**config.mk**
```make
export PLATFORM = sky130hd
export DESIGN_NAME = sram_port_arbiter
export DESIGN_NICKNAME = d
export VERILOG_FILES = /design/src/rtl/sram_port_arbiter.sv
export SDC_FILE = /design/constraint.sdc
export NUM_CORES = 1
export LEC_CHECK = 0
export CAP_MARGIN = 20
export CORE_UTILIZATION = 44
export CTS_CLUSTER_DIAMETER = 150
export CTS_CLUSTER_SIZE = 12
export DETAILED_ROUTE_END_ITERATION = 8
export DONT_BUFFER_PORTS = 1
export HOLD_SLACK_MARGIN = 0.1
export PLACE_DENSITY = 0.65
export SKIP_CTS_REPAIR_TIMING = 1
export SYNTH_ARGS = -nofsm -noshare
export SYNTH_HDL_FRONTEND = slang
export SYNTH_SLANG_ARGS = --single-unit
```
**constraint.sdc**
```tcl
create_clock -name clk0 -period 9.4 [get_ports clk0]
set_input_delay 0.47 -clock clk0 [delete_from_list [all_inputs] [get_ports clk0]]
set_output_delay 0.47 -clock clk0 [all_outputs]
set_load 0.05 [all_outputs]
```
**src/rtl/sram_port_arbiter.sv**
```systemverilog
// Round-robin arbiter sharing one SRAM read/write port between instruction fetch and load/store.
// Byte-masked stores are done as read-modify-write. Read data returns two cycles after the grant.
module sram_port_arbiter #(
   parameter int ADDR_WIDTH = 10,
   parameter int DATA_WIDTH = 32
) (
   input  logic                    clk0,
   input  logic                    rst0,
   input  logic                    i_req,
   input  logic [ADDR_WIDTH-1:0]   i_addr,
   output logic                    i_gnt,
   output logic                    i_rvalid,
   output logic [DATA_WIDTH-1:0]   i_rdata,
   input  logic                    d_req,
   input  logic                    d_we,
   input  logic [DATA_WIDTH/8-1:0] d_wmask,
   input  logic [ADDR_WIDTH-1:0]   d_addr,
   input  logic [DATA_WIDTH-1:0]   d_wdata,
   output logic                    d_gnt,
   output logic                    d_rvalid,
   output logic [DATA_WIDTH-1:0]   d_rdata,
   output logic                    sram_csb0,
   output logic                    sram_web0,
   output logic [ADDR_WIDTH-1:0]   sram_addr0,
   output logic [DATA_WIDTH-1:0]   sram_din0,
   input  logic [DATA_WIDTH-1:0]   sram_dout0
);

   localparam int MASK_WIDTH = DATA_WIDTH / 8;

   // The RMW read is issued from IDLE in the cycle the partial store wins,
   // so the merged write lands two cycles after the request.
   typedef enum logic [1:0] {IDLE, RMW_WAIT, RMW_WR} state_t;
   typedef enum logic {PORT_I = 1'b0, PORT_D = 1'b1} port_t;

   state_t                  state_q, state_d;
   port_t                   last_q, last_d;
   logic [ADDR_WIDTH-1:0]   rmw_addr_q, rmw_addr_d;
   logic [MASK_WIDTH-1:0]   rmw_mask_q, rmw_mask_d;
   logic [DATA_WIDTH-1:0]   rmw_wdata_q, rmw_wdata_d;
   logic [DATA_WIDTH-1:0]   rmw_word_q, rmw_word_d;
   logic                    rd_vld_q, rd_vld_d;
   port_t                   rd_port_q, rd_port_d;
   logic [ADDR_WIDTH-1:0]   addr_q, addr_d;
   logic [DATA_WIDTH-1:0]   din_q, din_d;
   logic                    i_rvalid_q, d_rvalid_q;
   logic [DATA_WIDTH-1:0]   i_rdata_q, d_rdata_q;
   logic                    cs, we, i_gnt_c, d_gnt_c, d_wins;
   logic [DATA_WIDTH-1:0]   merged;

   assign d_wins = d_req && (!i_req || last_q == PORT_I);

   always_comb begin
      merged = rmw_word_q;
      for (int k = 0; k < MASK_WIDTH; k++) begin
         if (rmw_mask_q[k]) merged[8*k +: 8] = rmw_wdata_q[8*k +: 8];
      end
   end

   // NOTE: every signal gets a default before the case so no latch is inferred.
   always_comb begin
      state_d     = state_q;
      last_d      = last_q;
      rmw_addr_d  = rmw_addr_q;
      rmw_mask_d  = rmw_mask_q;
      rmw_wdata_d = rmw_wdata_q;
      rmw_word_d  = rmw_word_q;
      rd_vld_d    = 1'b0;
      rd_port_d   = PORT_I;
      addr_d      = addr_q;
      din_d       = din_q;
      cs          = 1'b0;
      we          = 1'b0;
      i_gnt_c     = 1'b0;
      d_gnt_c     = 1'b0;
      unique case (state_q)
         IDLE: begin
            if (d_wins) begin
               if (!d_we) begin
                  cs        = 1'b1;
                  addr_d    = d_addr;
                  d_gnt_c   = 1'b1;
                  last_d    = PORT_D;
                  rd_vld_d  = 1'b1;
                  rd_port_d = PORT_D;
               end else if (&d_wmask) begin
                  cs      = 1'b1;
                  we      = 1'b1;
                  addr_d  = d_addr;
                  din_d   = d_wdata;
                  d_gnt_c = 1'b1;
                  last_d  = PORT_D;
               end else if (d_wmask == '0) begin
                  d_gnt_c = 1'b1;
                  last_d  = PORT_D;
               end else begin
                  cs          = 1'b1;
                  addr_d      = d_addr;
                  rmw_addr_d  = d_addr;
                  rmw_mask_d  = d_wmask;
                  rmw_wdata_d = d_wdata;
                  state_d     = RMW_WAIT;
               end
            end else if (i_req) begin
               cs        = 1'b1;
               addr_d    = i_addr;
               i_gnt_c   = 1'b1;
               last_d    = PORT_I;
               rd_vld_d  = 1'b1;
               rd_port_d = PORT_I;
            end
         end
         RMW_WAIT: begin
            rmw_word_d = sram_dout0;
            state_d    = RMW_WR;
         end
         RMW_WR: begin
            cs      = 1'b1;
            we      = 1'b1;
            addr_d  = rmw_addr_q;
            din_d   = merged;
            d_gnt_c = 1'b1;
            last_d  = PORT_D;
            state_d = IDLE;
         end
         default: state_d = IDLE;
      endcase
   end

   assign sram_csb0  = rst0 | ~cs;
   assign sram_web0  = rst0 | ~we;
   assign sram_addr0 = addr_d;
   assign sram_din0  = din_d;
   assign i_gnt      = i_gnt_c & ~rst0;
   assign d_gnt      = d_gnt_c & ~rst0;
   assign i_rvalid   = i_rvalid_q & ~rst0;
   assign d_rvalid   = d_rvalid_q & ~rst0;
   assign i_rdata    = rst0 ? '0 : i_rdata_q;
   assign d_rdata    = rst0 ? '0 : d_rdata_q;

   // NOTE: sequential state uses non-blocking assignments only.
   always_ff @(posedge clk0) begin
      if (rst0) begin
         state_q    <= IDLE;
         last_q     <= PORT_I;
         rd_vld_q   <= 1'b0;
         rd_port_q  <= PORT_I;
         i_rvalid_q <= 1'b0;
         d_rvalid_q <= 1'b0;
         i_rdata_q  <= '0;
         d_rdata_q  <= '0;
         addr_q     <= '0;
         din_q      <= '0;
      end else begin
         state_q    <= state_d;
         last_q     <= last_d;
         rd_vld_q   <= rd_vld_d;
         rd_port_q  <= rd_port_d;
         addr_q     <= addr_d;
         din_q      <= din_d;
         i_rvalid_q <= rd_vld_q && rd_port_q == PORT_I;
         d_rvalid_q <= rd_vld_q && rd_port_q == PORT_D;
         if (rd_vld_q && rd_port_q == PORT_I) i_rdata_q <= sram_dout0;
         if (rd_vld_q && rd_port_q == PORT_D) d_rdata_q <= sram_dout0;
      end
   end

   // NOTE: RMW datapath registers carry no reset; they are always written before being read.
   always_ff @(posedge clk0) begin
      rmw_addr_q  <= rmw_addr_d;
      rmw_mask_q  <= rmw_mask_d;
      rmw_wdata_q <= rmw_wdata_d;
      rmw_word_q  <= rmw_word_d;
   end

endmodule

```
== After elaboration in Yosys (flattened, before gate mapping) ==
Index checks and enable logic that the tools add are counted.
Operators by class
  reductions and logical operators: 14
  equality and inequality tests: 8
  bitwise gates (word level): 15
  multiplexer cells: 46
Operators by type and width (number)
  $mux W32: 5
  $pmux W32 S2: 1
  $mux W10: 5
  $mux W8: 4
  $mux W1: 21
  $pmux W10 S2: 1
  $not A1 Y1: 9
  $mux W2: 4
  $ne A2 B2 Y1 const B: 4
  $pmux W1 S2: 4
  $reduce_and A4 Y1: 2
  $ne A5 B5 Y1 const B: 1
  $reduce_and A5 Y1: 1
  $and A1 B1 Y1: 4
  $logic_not A4 Y1: 1
  $pmux W2 S2: 1
  $logic_and A1 B1 Y1: 3
  $ne A3 B3 Y1 const B: 1
  $reduce_and A3 Y1: 1
  $reduce_or A3 Y1: 1
  $eq A2 B1 Y1 const B: 1
  $eq A2 B2 Y1 const B: 1
  $logic_not A2 Y1: 1
  $or A1 B1 Y1: 2
  4 further kinds: 4
Word-level totals
  input bits: 93
  output and inout port bits: 112
  register bits: 191
  word-level logic and storage cells: 97

== Longest topological paths before layout ==
Gate-level depths: netlist (run 1).
  depth after elaboration: 8
  mapped depth: 6
  gate-level depth less buffers: 4

== Worst setup path before layout (run 1) ==
OpenSTA, ideal clock, no wires.
  path type: input-to-reg
  start point: input port d_wmask[2]
  end point: register rmw_addr_q[0], enable pin
  library setup time: 0.506 ns
  setup slack: 4.610 ns
  arrival time: 4.283 ns
  buffers on the path: 0
  stages: 3
  path through: and4_1 or3b_1 nor3_1
Between the ends
  cells in the longest elaborated chain, start to end: 3
RTL lines
  start, declared: RTL line 16  | input logic [DATA_WIDTH/8-1:0] d_wmask,
  $logic_not A4 Y1 / $reduce_and A4 Y1 (equally long branches): RTL line 93, 86
  $not A1 Y1 (no line)
  $reduce_and A5 Y1 (no line) (*)
  end signal, assigned: RTL line 170  | rmw_addr_q <= rmw_addr_d;
  end, declared: RTL line 38  | logic [ADDR_WIDTH-1:0] rmw_addr_q, rmw_addr_d;
Every way passes the cells marked *; elsewhere a longest branch is shown, timed or not.
A chain may end at the register's enable or synchronous reset.

== Final worst setup path (run 1) ==
  start point: register state_q[0]
  end point: output port sram_addr0[6]
Between the ends
  cells in the longest elaborated chain, start to end: 2
RTL lines
  start, declared: RTL line 36  | state_t state_q, state_d;
  start signal, assigned: RTL line 155  | state_q <= state_d;
  $eq A2 B2 Y1 / $logic_not A2 Y1 (equally long branches): RTL line 76  | unique case (state_q)
  $pmux W10 S2 (*): RTL line 76
  end, declared: RTL line 24  | output logic [ADDR_WIDTH-1:0] sram_addr0,
Marked as above.

==> impl_results.md, run 1 <==
- Largest net degree at the start of global routing: 117
- Net count reported at finish: 701
- Antenna viol nets, final: 0
- R2r endpoint: rmw_wdata_q[3]$_DFFE_PP_
- Total track usage: 0.218
- Initial Util: 0.454
- CP max FO: 49
- Buffers on Ports: 0
- Util after Layout: 0.491
- IO Pins: 205
- Leakage: 3.08 nW
- Post-Syn Instances: 640
- CTS tree: built
- Worst Setup SP: state_q[0]$_SDFFE_PP0P_
- Skew final: about 9.9 ps
- Initial DRC count: 535
- Syn_area_per_cell: 12.4 um2
- Area of the multi-input gates: 0.00305 mm2
- Vias: 5257
- Startpoint types: register
- FF+latch count, synth: 191
- Internal power: 1.31 mW
- Seq/Total Area, Yosys: 0.582
- Setup TNS Final: 0 ps
- Initial antenna violation count: 1
- PwrDens: 211 mW/mm2
- Clock root cell: clkbuf_16
- Full die area: 0.0185 mm2
- Die W: roughly 140 um
- Crit path to: sram_addr0[6]
- Crit path arrival time: 3150 ps
- Critical setup path kind: register to output port
- Reg power frac: 0.514
- Drt pass-1 iters: 6
- Netlist cell types: 39
- Outcome: finished clean
- Final Max Slew Viols: 0
- Switching Share: 0.271
- Post-DP HPWL: approximately 14000 um
- Post-synthesis async set-or-reset flop share: 0
- CP Data Required Time: 8930 ps
- Global-route wire length before repair: 30300 um
- Worst R2R Path Depth: 3
- Worst slew pin tran: 1140 ps
- Share of layout cells above drive strength 1: 0.163
- FMAX: 0.276 GHz
- GP Congestion: 0.778
- Ys flop type: dfxtp_1
- Clock insertion delay at the later pin of the skew report: around 420 ps
- Synth warnings: 0
- Net Sw Power: 0.489 mW
- DRC: 0
- Die Height: 136 um
- Hold Crit Class: input pin to register
- Fin crit period: 3620 ps
- Gr ovfl total: 0
- Period utilization: 0.386
- Clock share of power: 0.370
- Final setup viols: 0
- Fin. Hold Viols: 0
- Area delta synth->final: 8.13%
- RSZ-0062 raised after global routing: false
- Final wirelength: 20100 um
- Core area: 0.0174 mm2
- Post-synthesis net count: approximately 730
- Drt via density: 6.21
- H-tree depth: 4
- EDFF count, synth: 78
- Reg2Reg Setup Slack: between 6000 and 7000 ps
- Worst reg2reg path startpoint: state_q[0]$_SDFFE_PP0P_
- Routed length per placed instance: approximately 24 um
- # fillers: 1540
- Crit end category: output port
- Sink Count: 191
- Diode count: 0
- # Max-Cap Violations: 0
- Clock Path Buffers: 2
- Area of the mapped netlist: roughly 0.008 mm2
- Rel. slew slack: 0.242
- Worst-path clk slew: 70 ps
- TritonCTS Buffers: 17
- Combinational share of power: 0.117
- VDD IR-drop max: 0.129 mV
- Register area: 0.00461 mm2
- Vias in the first global route: 5336
- Row cnt: 48
[registers in the layout (all words and copies together), names as in the netlist, 2 cells and up]
name and flops:
state_q 2, i_rdata_q 32, rmw_word_q 32, din_q 32, rmw_addr_q 10, rmw_wdata_q 32
d_rdata_q 32, addr_q 10, rmw_mask_q 4
[area by class of cell]
cell class / count / share of cell area
flip-flops and latches: 191 / 0.538
inverters: 2 / 0.000878
well taps: 225 / 0.0329
clock inverters: 12 / 0.0101
clock buffers: 20 / 0.0535
multi-input cells: 389 / 0.356
repair buffers: 7 / 0.00761
[cell families after synthesis]
group | count (synthesis) | synth area share
buffers and inverters | 60 | 0.0369
DFF | 191 | 0.582
AOI/OAI and AO/OA | 218 | 0.216
and+or+nand+nor | 108 | 0.0807
muxes | 63 | 0.0848
[critical path, cell delays in order (launching register included)]
cell      delay (ps)
dfxtp_2          670
nor2_1           960
o221ai_2         260
o21ai_1          830
[metrics by stage]
stage	area [um2]	cells	power [mW]	hold slack (ps)	setup WS [ps]
final	8550	846	1.80	134	5780
after global routing	8550	846	1.86	105	5630
after CTS	8550	846	1.82	93.2	5780
after detailed placement	8010	814	1.15	522	6060
after global placement	7990	813	1.15	510	6180
after floorplan	7910	640	1.13	505	4610
[worst min-delay path by stage]
stage | start | end | slack, ps | cells after the start
after floorplan | din_q[22]$_SDFF_PP0_ | din_q[22]$_SDFF_PP0_ | 510 | 2
after global placement | din_q[22]$_SDFF_PP0_ | din_q[22]$_SDFF_PP0_ | 510 | 2
after detailed placement | din_q[22]$_SDFF_PP0_ | din_q[22]$_SDFF_PP0_ | 520 | 2
after CTS | rst0 | addr_q[4]$_SDFF_PP0_ | 90 | 1
after global routing | rst0 | addr_q[4]$_SDFF_PP0_ | 100 | 1
final | d_wdata[30] | rmw_wdata_q[30]$_DFFE_PP_ | 130 | 0
[synth_stat cells (all sizes together), types with 2 or more instances]
| library cell | n | area [um2] |
|---|---|---|
| nand3 | 3 | 27.5 |
| dfxtp | 113 | 2260 |
| and3 | 2 | 12.5 |
| o22ai | 32 | 200 |
| nor4 | 2 | 12.5 |
| edfxtp | 78 | 2340 |
| or2 | 2 | 12.5 |
| o21ai | 43 | 215 |
| o221ai | 10 | 150 |
| nor2b | 68 | 425 |
| nand2b | 3 | 18.8 |
| inv | 2 | 7.51 |
| a21oi | 11 | 55.1 |
| nand2 | 3 | 11.3 |
| mux2 | 32 | 360 |
| a221oi | 10 | 150 |
| a22oi | 42 | 315 |
| nor2 | 15 | 56.3 |
| clkbuf | 26 | 98.8 |
| mux2i | 31 | 310 |
| buf | 32 | 185 |
| nor3 | 6 | 30.0 |
| o22a | 64 | 561 |
[per-layer routing]
metal  GRT usage  part of all wire  wire length (um)  vias up
met1       0.277              0.43              8690     2603
li1            -                 -                 -     2399
met2       0.342              0.46              9230      219
met3      0.0764             0.088              1760       34
met5           0           0.00065                13        -
met4      0.0790             0.021               428        2
[cell usage in the layout (no fill, tap or decap), drive strengths merged, types with 5 or more instances in the layout]
| cell | count |
|---|---|
| dfxtp | 113 |
| edfxtp | 78 |
| nor2b | 68 |
| o22a | 64 |
| o21ai | 43 |
| a22oi | 42 |
| mux2 | 32 |
| o22ai | 32 |
| mux2i | 31 |
| clkbuf | 20 |
| nor2 | 15 |
| a21oi | 11 |
| o221ai | 10 |
| a221oi | 10 |
| buf | 7 |
| clkinv | 7 |
| nor3 | 6 |
| inv | 5 |
[power by group through the flow]
stage               clock (mW)  combinational [mW]  sequential [mW]
floorplan                    0               0.197            0.934
global placement             0               0.205            0.942
detailed placement           0               0.210            0.944
CTS                      0.681               0.211            0.926
global route             0.714               0.221            0.930
finish                   0.666               0.211            0.926
(Power assumes the default switching activity.)
==> inputs of run 2 (changes only) <==
--- a/config.mk
+++ b/config.mk
@@ -12,7 +12,7 @@
 export DETAILED_ROUTE_END_ITERATION = 8
 export DONT_BUFFER_PORTS = 1
 export HOLD_SLACK_MARGIN = 0.1
-export PLACE_DENSITY = 0.65
+export PLACE_DENSITY = 0.67
 export SKIP_CTS_REPAIR_TIMING = 1
 export SYNTH_ARGS = -nofsm -noshare
 export SYNTH_HDL_FRONTEND = slang
==> constraint.sdc (replaced) <==
create_clock -name clk0 -period 2.9 [get_ports clk0]
set_input_delay 0.145 -clock clk0 [delete_from_list [all_inputs] [get_ports clk0]]
set_output_delay 0.145 -clock clk0 [all_outputs]
set_load 0.05 [all_outputs]
==> impl_results.md, run 2 (synthesis results as in run 1) <==
- CP Data Required Time: 2760 ps
- # Max-Cap Violations: 0
- Rel. slew slack: 0.285
- Hold Crit Class: input pin to register
- Hold Startpoint: rst0
- Final Max Slew Viols: 0
- Worst-path clk slew: 70 ps
- Row cnt: 48
- Crit end category: output port
- CTS tree: built
- R2r endpoint: rd_port_q$_SDFF_PP0_
- Worst R2R Path Depth: 3
- Skew final: about 10 ps
- TritonCTS Buffers: 17
- PwrDens: 608 mW/mm2
- Worst slew pin tran: roughly 1100 ps
- Share of layout cells above drive strength 1: 0.240
- Leakage: 3.99 nW
- Critical setup path kind: register to output port
- IO Pins: 205
- Largest net degree at the start of global routing: 117
- Initial antenna violation count: 0
- Routed length per placed instance: 21.9 um
- RSZ-0062 raised after global routing: false
- Buffers on Ports: 0
- Crit path arrival time: 2620 ps
- Fin crit period: 2760 ps
- Final setup viols: 0
- Clock insertion delay at the later pin of the skew report: 430 ps
- Fin. Hold Viols: 0
- CP max FO: 34
- Outcome: finished clean
- FMAX: 0.362 GHz
- Worst Hold Path Cells: 2
- Global-route wire length before repair: 31200 um
- Most frequent cells in the layout: 112 x dfxtp_1, 99 x buf_4, 93 x dlygate4sd3_1
- Setup TNS Final: 0 ps
- Vias in the first global route: 5705
- Gr ovfl total: 0
- Layout Cells excl Fill: 1035
- Antenna viol nets, final: 0
- Util after Layout: 0.589
- Most common cell after layout, fill and taps aside: dfxtp_1
- Period utilization: 0.952
- Drt pass-1 iters: 5
- Startpoint types: register
- Total track usage: 0.224
- Drt via density: about 6
- Inst Count DP: slightly above 900
- Full die area: around 0.019 mm2
- Vias: 6188
- Initial DRC count: around 390
- Core area: 0.0174 mm2
- Worst reg2reg path startpoint: state_q[0]$_SDFFE_PP0P_
- DRC: 0
- Net count reported at finish: slightly below 900
- Worst Setup SP: state_q[0]$_SDFFE_PP0P_
- Die Height: 136 um
- Initial Util: 0.454
- Area delta synth->final: 29.8%
- Reg2Reg Setup Slack: 430 ps
- Final wirelength: 22700 um
- Die W: 136 um
- Hold path endpoint: i_rvalid_q$_SDFF_PP0_
- VDD IR-drop max: 0.501 mV
- GP Congestion: ~0.82
- Sink Count: 191
- Clock root cell: clkbuf_16
- H-tree depth: 4
- Post-DP HPWL: 14000 um
- Clock Path Buffers: 2
-- run 2: through the flow --
| step | hold slack (ps) | total power, mW | setup slack [ps] | area (um2) |
|---|---|---|---|---|
| 5_1_grt | 112 | 6.45 | 32.8 | 10300 |
| 6_report | 144 | 6.24 | 139 | 10300 |
| 2_1_floorplan | 232 | 3.67 | 347 | 7920 |
| 3_5_place_dp | 237 | 3.85 | 613 | 8730 |
| 4_1_cts | -221 | 6.10 | 163 | 9300 |
| 3_3_place_gp | 236 | 3.83 | 738 | 8730 |
-- run 2: final cells by class --
cell class / count / area [um2]
fill: 1393 / 7150
multi-input combinational: 389 / 3060
clock inverter: 14 / 140
inverter: 2 / 7.51
tap: 225 / 282
clock buffer: 18 / 429
antenna: 1 / 2.50
sequential: 191 / 4610
timing repair buffer: 195 / 1740
-- run 2: report_power, final --
group	internal (mW)	total [mW]	switching, mW
logic	0.349	0.965	0.616
registers	2.93	3.00	0.0652
clock network	1.27	2.28	1.01
-- run 2: how the worst max path moves through the flow --
stage	end	slack, ps
global placement	rmw_wdata_q[16]$_DFFE_PP_	740
finish	sram_din0[22]	140
floorplan	rmw_word_q[0]$_DFFE_PN_	350
global route	sram_din0[19]	30
detailed placement	sram_din0[22]	610
CTS	sram_din0[22]	160
-- run 2: critical path: stages (launching register included) --
cell     delay [ps]
dfxtp_2         550
nor2_1          910
nand3_1         260
nand3_1         460
-- run 2: routing by layer --
layer  track usage  vias to the layer above  share of wire
met4        0.0957                        0          0.018
met3        0.0567                       35          0.073
met5             0                        -              0
met1         0.284                     3080           0.43
met2         0.360                      286           0.48
li1              -                     2787              -
==> inputs of run 3 (changes only) <==
--- a/config.mk
+++ b/config.mk
@@ -7,12 +7,14 @@
 export LEC_CHECK = 0
 export CAP_MARGIN = 20
 export CORE_UTILIZATION = 44
+export CTS_BUF_LIST = sky130_fd_sc_hd__clkbuf_8
 export CTS_CLUSTER_DIAMETER = 150
 export CTS_CLUSTER_SIZE = 12
 export DETAILED_ROUTE_END_ITERATION = 8
 export DONT_BUFFER_PORTS = 1
 export HOLD_SLACK_MARGIN = 0.1
 export PLACE_DENSITY = 0.67
+export RECOVER_POWER = 50
 export SKIP_CTS_REPAIR_TIMING = 1
 export SYNTH_ARGS = -nofsm -noshare
 export SYNTH_HDL_FRONTEND = slang
==> impl_results.md, run 3 (synthesis results as in run 1) <==
- Core area: between 0.015 and 0.02 mm2
- Drt pass-1 iters: 5
- CP max FO: 34
- Worst R2R Path Depth: 3
- Reg power frac: 0.529
- Setup TNS Final: 0 ps
- Crit path arrival time: 2670 ps
- VDD IR-drop max: roughly 0.34 mV
- Clock root cell: clkbuf_8
- Die W: 136 um
- Final setup viols: 0
- Vias in the first global route: 5705
- Switching Share: 0.289
- Post-DP HPWL: around 14000 um
- CTS tree: built
- DRC: 0
- Most frequent cells in the layout: 112 x dfxtp_1, 93 x dlygate4sd3_1, 81 x buf_4
- Slowest CP cell: nor2_1
- Crit-path leading delay family: simple AND/OR/NAND/NOR gates
- H-tree depth: 4
- Internal power: 4.03 mW
- Clock insertion delay at the later pin of the skew report: 460 ps
- Worst-path clk slew: 90 ps
- CP peak stage delay: between 900 and 1000 ps
- R2r endpoint: rd_port_q$_SDFF_PP0_
- Final wirelength: 22700 um
- Final Max Slew Viols: 0
- Routed length per placed instance: 22.0 um
- Initial Util: 0.454
- IO Pins: between 200 and 250
- Period utilization: 0.971
- Initial antenna violation count: 0
- Cell depth of the worst setup path: 4
- Clock Path Buffers: 2
- Crit path to: sram_addr0[8]
- CP Data Required Time: 2760 ps
- RSZ-0062 raised after global routing: false
- Sink Count: 191
- Critical setup path kind: register to output port
- # fillers: 1441
- Buffers on Ports: 0
- Rel. slew slack: 0.287
- FMAX: 0.355 GHz
- # Max-Cap Violations: 0
- Pwr Total: 5.67 mW
- Leakage: 3.83 nW
- Largest net degree at the start of global routing: 117
- Drt via density: 5.97
- Antenna viol nets, final: 0
- Layout Cells excl Fill: 1035
- Worst Setup SP: state_q[0]$_SDFFE_PP0P_
- Worst slew pin tran: roughly 1100 ps
- Vias: 6177
- Fin. Hold Viols: 0
- Skew final: a little over 8 ps
- Clock share of power: 0.302
- Reg2Reg Setup Slack: 400 ps
- Inst Count DP: 908
- GP Congestion: 0.824
- Global-route wire length before repair: 31200 um
- WP buf/inv: 1
- Worst reg2reg path startpoint: state_q[0]$_SDFFE_PP0P_
- Combinational share of power: 0.169
- Startpoint types: register
- Final Instance Area: 0.0100 mm2
- TritonCTS Buffers: 17
- Gr ovfl total: 0
- Full die area: around 0.019 mm2
- Area delta synth->final: 26.5%
- Share of layout cells above drive strength 1: 0.219
- Most common cell after layout, fill and taps aside: dfxtp_1
- Total track usage: 0.224
- Placed Area: 0.00873 mm2
- PwrDens: around 570 mW/mm2
- Hold Crit Class: input pin to register
- Initial DRC count: between 300 and 400
- Net count reported at finish: 889
- Worst-path cell chain: nor2_1, o221ai_2, o21ai_1, buf_4
- Die Height: 136 um
- Net Sw Power: 1.63 mW
- Crit end category: output port
- Fin crit period: 2820 ps
- Row cnt: 48
- Outcome: finished clean
run 3: cell count changes in the layout (fill, tap and decap cells not counted):
cell       change
nor2_2         -1
nor2_1         +1
inv_1          +1
clkbuf_1      +15
clkbuf_2       +2
clkbuf_16     -17
buf_4         -18
clkbuf_8      +17
run 3: metal layers:
metal / wire [um] / vias to the layer above / global-route usage
met2: 10900 / 284 / 0.359
met3: 1680 / 32 / 0.0597
met5: 0 / - / 0
met1: 9840 / 3076 / 0.281
met4: 314 / 0 / 0.100
li1: - / 2785 / -
run 3: area by class of cell:
cell class / instances / area, um2 / area share
diodes: 1 / 2.50 / 0.000250
flip-flops and latches: 191 / 4610 / 0.460
well taps: 225 / 282 / 0.0281
clock buffers: 17 / 234 / 0.0234
inverters: 2 / 7.51 / 0.000750
repair buffers: 195 / 1680 / 0.168
multi-input cells: 389 / 3050 / 0.305
clock inverters: 15 / 144 / 0.0144
run 3: per-stage QoR:
step	hold slack, ps	setup WS, ps	utilization
3_5_place_dp	237	613	0.501
2_1_floorplan	232	347	-
3_3_place_gp	236	738	0.501
4_1_cts	-282	103	0.523
6_report	145	84.2	0.574
5_1_grt	116	5.15	0.574
run 3: power by group through the flow:
stage	Sequential, mW	Combinational (mW)	Clock [mW]
after global placement	3.05	0.779	0
after global routing	3.01	1.01	1.85
after detailed placement	3.06	0.795	0
after CTS	3.00	0.796	1.74
final	3.00	0.960	1.71
after floorplan	3.02	0.641	0
run 3: worst min path at each step:
stage,cells after the start,slack (ps),endpoint,from
2_1_floorplan,1,230,rd_port_q$_SDFF_PP0_,d_we
3_3_place_gp,1,240,addr_q[6]$_SDFF_PP0_,rst0
3_5_place_dp,1,240,addr_q[6]$_SDFF_PP0_,rst0
4_1_cts,1,-280,addr_q[6]$_SDFF_PP0_,rst0
5_1_grt,2,120,d_rdata_q[4]$_SDFFE_PP0P_,rst0
6_report,2,150,d_rdata_q[0]$_SDFFE_PP0P_,rst0
